===== src/rtl/buyruk_getir.sv =====
// Instruction fetch stage: PC, memory read address, prefetch FIFO and decode handshake.
// Optional fetch/stall counters are built when GETIR_SAYAC_EN is defined.
module buyruk_getir #(
  parameter logic [31:0] BASLANGIC_ADRES = 32'h0000_0000,
  parameter int unsigned FIFO_DERINLIK   = 2
) (
  input  logic        clk_i,
  input  logic        rst_ni,
  output logic [31:0] bellek_adres_o,
  input  logic [31:0] bellek_veri_i,
  input  logic        bellek_mesgul_i,
  input  logic        dallan_i,
  input  logic [31:0] dallan_adres_i,
  output logic [31:0] buyruk_o,
  output logic [31:0] buyruk_pc_o,
  output logic        gecerli_o,
  input  logic        hazir_i
`ifdef GETIR_SAYAC_EN
  ,
  output logic [31:0] getirilen_o,
  output logic [31:0] bekleme_o
`endif
);

  localparam int unsigned PW = $clog2(FIFO_DERINLIK);
  localparam int unsigned CW = PW + 1;
  localparam int unsigned AW = 32;

  typedef struct packed {
    logic [AW-1:0] pc;
    logic [AW-1:0] buyruk;
  } giris_t;

  giris_t          fifo_q [FIFO_DERINLIK];
  logic [AW-1:0]   pc_r;
  logic [PW-1:0]   yaz_ptr_r;
  logic [PW-1:0]   oku_ptr_r;
  logic [CW-1:0]   sayi_r;

  logic            bos_c;
  logic            dolu_c;
  logic            pop_c;
  logic            push_c;
  logic [AW-1:0]   hedef_c;
  giris_t          bas_c;

  // Handshake decisions; a redirect cancels both push and pop.
  always_comb begin
    bos_c   = (sayi_r == '0);
    dolu_c  = (sayi_r == CW'(FIFO_DERINLIK));
    pop_c   = !bos_c && hazir_i && !dallan_i;
    push_c  = !dallan_i && !bellek_mesgul_i && (!dolu_c || pop_c);
    hedef_c = dallan_adres_i & ~AW'(3);
  end

  // PC, pointers and occupancy.
  always_ff @(posedge clk_i or negedge rst_ni) begin
    if (!rst_ni) begin
      pc_r      <= BASLANGIC_ADRES;
      yaz_ptr_r <= '0;
      oku_ptr_r <= '0;
      sayi_r    <= '0;
    end else if (dallan_i) begin
      pc_r      <= hedef_c;
      yaz_ptr_r <= '0;
      oku_ptr_r <= '0;
      sayi_r    <= '0;
    end else begin
      if (push_c) begin
        pc_r      <= pc_r + AW'(4);
        yaz_ptr_r <= yaz_ptr_r + PW'(1);
      end
      if (pop_c) begin
        oku_ptr_r <= oku_ptr_r + PW'(1);
      end
      case ({push_c, pop_c})
        2'b10:   sayi_r <= sayi_r + CW'(1);
        2'b01:   sayi_r <= sayi_r - CW'(1);
        default: sayi_r <= sayi_r;
      endcase
    end
  end

  // Storage needs no reset: occupancy alone decides what is visible.
  always_ff @(posedge clk_i) begin
    if (push_c) begin
      fifo_q[yaz_ptr_r] <= '{pc: pc_r, buyruk: bellek_veri_i};
    end
  end

  always_comb begin
    bas_c          = fifo_q[oku_ptr_r];
    gecerli_o      = !bos_c;
    buyruk_o       = bos_c ? '0 : bas_c.buyruk;
    buyruk_pc_o    = bos_c ? '0 : bas_c.pc;
    bellek_adres_o = pc_r;
  end

`ifdef GETIR_SAYAC_EN
  // Pushes and empty-head cycles; redirects do not clear them.
  always_ff @(posedge clk_i or negedge rst_ni) begin
    if (!rst_ni) begin
      getirilen_o <= '0;
      bekleme_o   <= '0;
    end else begin
      if (push_c) begin
        getirilen_o <= getirilen_o + AW'(1);
      end
      if (bos_c) begin
        bekleme_o <= bekleme_o + AW'(1);
      end
    end
  end
`endif

endmodule

===== config.mk =====
export PLATFORM = sky130hd
export DESIGN_NAME = buyruk_getir
export DESIGN_NICKNAME = d
export VERILOG_FILES = /design/src/rtl/buyruk_getir.sv
export SDC_FILE = /design/constraint.sdc
export NUM_CORES = 1
export LEC_CHECK = 0
export ABC_AREA = 1
export ABC_CLOCK_PERIOD_IN_PS = 5100
export BUFFER_PORTS_ARGS = -buffer_cell sky130_fd_sc_hd__buf_2
export CORE_MARGIN = 10
export CORE_UTILIZATION = 35
export CTS_BUF_LIST = sky130_fd_sc_hd__clkbuf_8
export CTS_CLUSTER_SIZE = 20
export DETAILED_ROUTE_END_ITERATION = 10
export REMOVE_ABC_BUFFERS = 1
export SYNTH_ARGS = -nofsm -noshare
export SYNTH_HDL_FRONTEND = slang
export SYNTH_SLANG_ARGS = --single-unit

===== constraint.sdc =====
create_clock -name clk_i -period 5.1 [get_ports clk_i]
set_input_delay 0 -clock clk_i [delete_from_list [all_inputs] [get_ports clk_i]]
set_output_delay 0 -clock clk_i [all_outputs]
set_load 0.03 [all_outputs]

==> flow_summary.json <==
{
  "intPower_mw": 2.15,
  "p_comb_frac": 0.273,
  "reg2reg_depth": 5,
  "post_synth_inst_count": 736,
  "cp_max_fo": 48,
  "grt_pass1_wl_um": 30800,
  "antenna_left": 0,
  "cts_buffer_depth": 2,
  "cts_root_buf": "clkbuf_8",
  "arrival_ps": 2530,
  "synth_common_cells": "nand2_1, edfxtp_1, a21oi_1, inv_1, nor2_1",
  "finish.net_count": 1027,
  "initial_utilization": 0.360,
  "r2r_start": "sayi_r[0]$_DFFE_PN0P_",
  "post-route-drc-count": 0,
  "vias": 5728,
  "cts_tree": "done",
  "power.density_mw_per_mm2": 372,
  "required_ps": 5100,
  "crit_type": "register to primary output",
  "yosys.area.top_type_share": 0.526,
  "p_leak_nw": 3.95,
  "die_w_um": 162,
  "tns_ps": 0,
  "multi_input_area_mm2": 0.00216,
  "track_usage": 0.149,
  "finalWirelength_um": 19700,
  "cts.sink_count": 158,
  "finalNonFillerCells": 1235,
  "area_delta_synth_final_pct": 29.1,
  "vias_per_cell": 4.64,
  "antenna_found_initial": 0,
  "syn_avg_cell_area_um2": 9.62,
  "max_freq_mhz": 395,
  "grt_pass1_vias": 5790,
  "synth-seq-cells": 158,
  "clk_latency_ps": 450,
  "cts_buffers": 17,
  "path_clk_slew_ps": 90,
  "ys.warnings.count": 0,
  "max-cap-violations": 0,
  "port_buffers": 159,
  "die_area_mm2": 0.0263,
  "vdd.ir_drop.worst_uv": 177,
  "seq_area_mm2": 0.00458,
  "ys_top_cells_by_area": "edfxtp_1, nand2_1, dfrtp_1, a21oi_1, inv_1",
  "status": "finished clean",
  "grt_max_degree": 49,
  "r2r_end": "fifo_q[1][53]$_DFFE_PP_",
  "drt_iter0_drc": 292,
  "synth_most_common_cell": "nand2_1",
  "p_clk_frac": 0.260,
  "final_hold_viol_count": 0,
  "cts-resized-gates": 0,
  "synth_cell_types": 31,
  "syn-cell-area_mm2": 0.00708,
  "dp_hpwl_um": 13300,
  "holdWs_ps": 127,
  "final_max_slew_viol_count": 0,
  "synth_top_cell_by_area": "edfxtp_1",
  "fill_cells": 1867,
  "min_to": "bellek_adres_o[8]$_DFFE_PN0P_",
  "min_period_ps": 2530,
  "first_pass_iters": 5,
  "tightest_slew_ps": 1090,
  "async_reset_ff_frac": 0.215,
  "synth_edf_count": 124,
  "post_cts_buffers": 0,
  "ys_seq_area_frac": 0.646,
  "switchingPower_mw": 1.25,
  "dp.cells": 1138,
  "setup_viol": 0,
  "htree_num_levels": 4,
  "relSlewSlack": 0.275,
  "fp.coreArea_mm2": 0.0197,
  "overflow": 0,
  "cts_hold_buf": 65,
  "hp-class": "input pin to register",
  "num_rows": 51,
  "fin_skew_ps": 12.2,
  "die_h_um": 162,
  "pin_count": 166,
  "place_congestion": 0.809,
  "p_sw_frac": 0.368,
  "antenna_cells": 0,
  "hold_depth": 3,
  "min-delay-start": "dallan_i",
  "cp-end-kind": "primary output",
  "ys.flop_type": "edfxtp_1",
  "cp-start-kind": "register",
  "post_route_cells_drive_above_1_share": 0.221,
  "regToRegSetupSlack_ps": 2660,
  "grt_setup_unrepaired": "false",
  "power.share.sequential": 0.467,
  "period_share": 0.497,
  "routedWlPerCell_um": 15.9
}
## power by group through the flow
stage	registers, mW	logic (mW)	clock network (mW)
after global placement	1.61	0.897	0
after detailed placement	1.62	0.906	0
after CTS	1.59	0.948	0.917
final	1.59	0.929	0.884
after global routing	1.60	1.02	0.964
after floorplan	1.67	0.509	0
## stage by stage
stage               cell area, µm²  setup slack [ps]  total power [mW]   util
floorplan                     6920              1290              2.18      -
global placement              8130              2630              2.51  0.414
detailed placement            8130              2580              2.52  0.414
CTS                           9150              2550              3.45  0.465
global route                  9150              2390              3.58  0.465
finish                        9150              2570              3.40  0.465
## critical path: stages (launching register included)
cell and delay [ps]:
dfrtp_2 390, buf_4 210, inv_2 290, buf_4 550, nand2_1 100, a21oi_1 250
buf_2 250
## per-layer routing
| metal | part of all wire | track usage | vias to the layer above | wire [µm] |
|---|---|---|---|---|
| met2 | 0.48 | 0.252 | 182 | 9450 |
| met1 | 0.44 | 0.179 | 2671 | 8630 |
| met5 | 0 | 0 | - | 0 |
| li1 | - | - | 2857 | - |
| met3 | 0.066 | 0.0445 | 18 | 1300 |
| met4 | 0.016 | 0.0393 | 0 | 306 |
## worst max-delay path by stage
stage                     startpoint                 endpoint  slack [ps]
2_1_floorplan  sayi_r[0]$_DFFE_PN0P_   fifo_q[0][0]$_DFFE_PP_        1290
3_3_place_gp   sayi_r[0]$_DFFE_PN0P_  fifo_q[1][49]$_DFFE_PP_        2630
3_5_place_dp   sayi_r[0]$_DFFE_PN0P_  fifo_q[1][52]$_DFFE_PP_        2580
4_1_cts        oku_ptr_r$_DFFE_PN0P_          buyruk_pc_o[17]        2550
5_1_grt        oku_ptr_r$_DFFE_PN0P_          buyruk_pc_o[20]        2390
6_report       oku_ptr_r$_DFFE_PN0P_          buyruk_pc_o[17]        2570
## cells by family (layout without fill, tap and decap cells)
logic type / after synthesis / in the layout / share of synthesized area
XOR/XNOR: 6 / 6 / 0.00742
AO/OA/AOI/OAI: 98 / 98 / 0.0742
other: 1 / 4 / 0.000529
AND/OR/NAND/NOR: 384 / 384 / 0.216
flip-flops: 158 / 158 / 0.646
buffers and inverters: 88 / 319 / 0.0539
adder cells (fa/ha/maj): 1 / 1 / 0.00177
## flip-flops by register name, indices dropped and copies added, names as in the netlist
signal,cells
bellek_adres_o,30
oku_ptr_r,1
sayi_r,2
yaz_ptr_r,1
fifo_q,124
## cells in the final DEF, fill, tap and decap left out, types with 4 or more instances in the layout
cell type      Yosys  layout
nand2_1          293     293
buf_2              2     159
edfxtp_1         124     124
a21oi_1           66      66
dlygate4sd3_1      0      65
inv_1             51      51
nor2_1            41      39
nand3_1           38      38
dfrtp_1           34      33
o21ai_0           17      17
clkbuf_8           0      17
buf_4              5       8
nor2_4             2       5
xor2_1             5       5
o211ai_1           5       5
inv_6              0       5
o21ai_1            4       4
o21bai_1           4       4
conb_1             1       4
## final cells by class
| class | instances | share of cell area |
|---|---|---|
| clock buffer | 17 | 0.0256 |
| clock inverter | 15 | 0.0148 |
| inverter | 55 | 0.0226 |
| multi-input combinational | 493 | 0.236 |
| sequential | 158 | 0.500 |
| tap | 265 | 0.0362 |
| timing repair buffer | 232 | 0.165 |
Note: power is estimated with default switching activity, not from simulation.
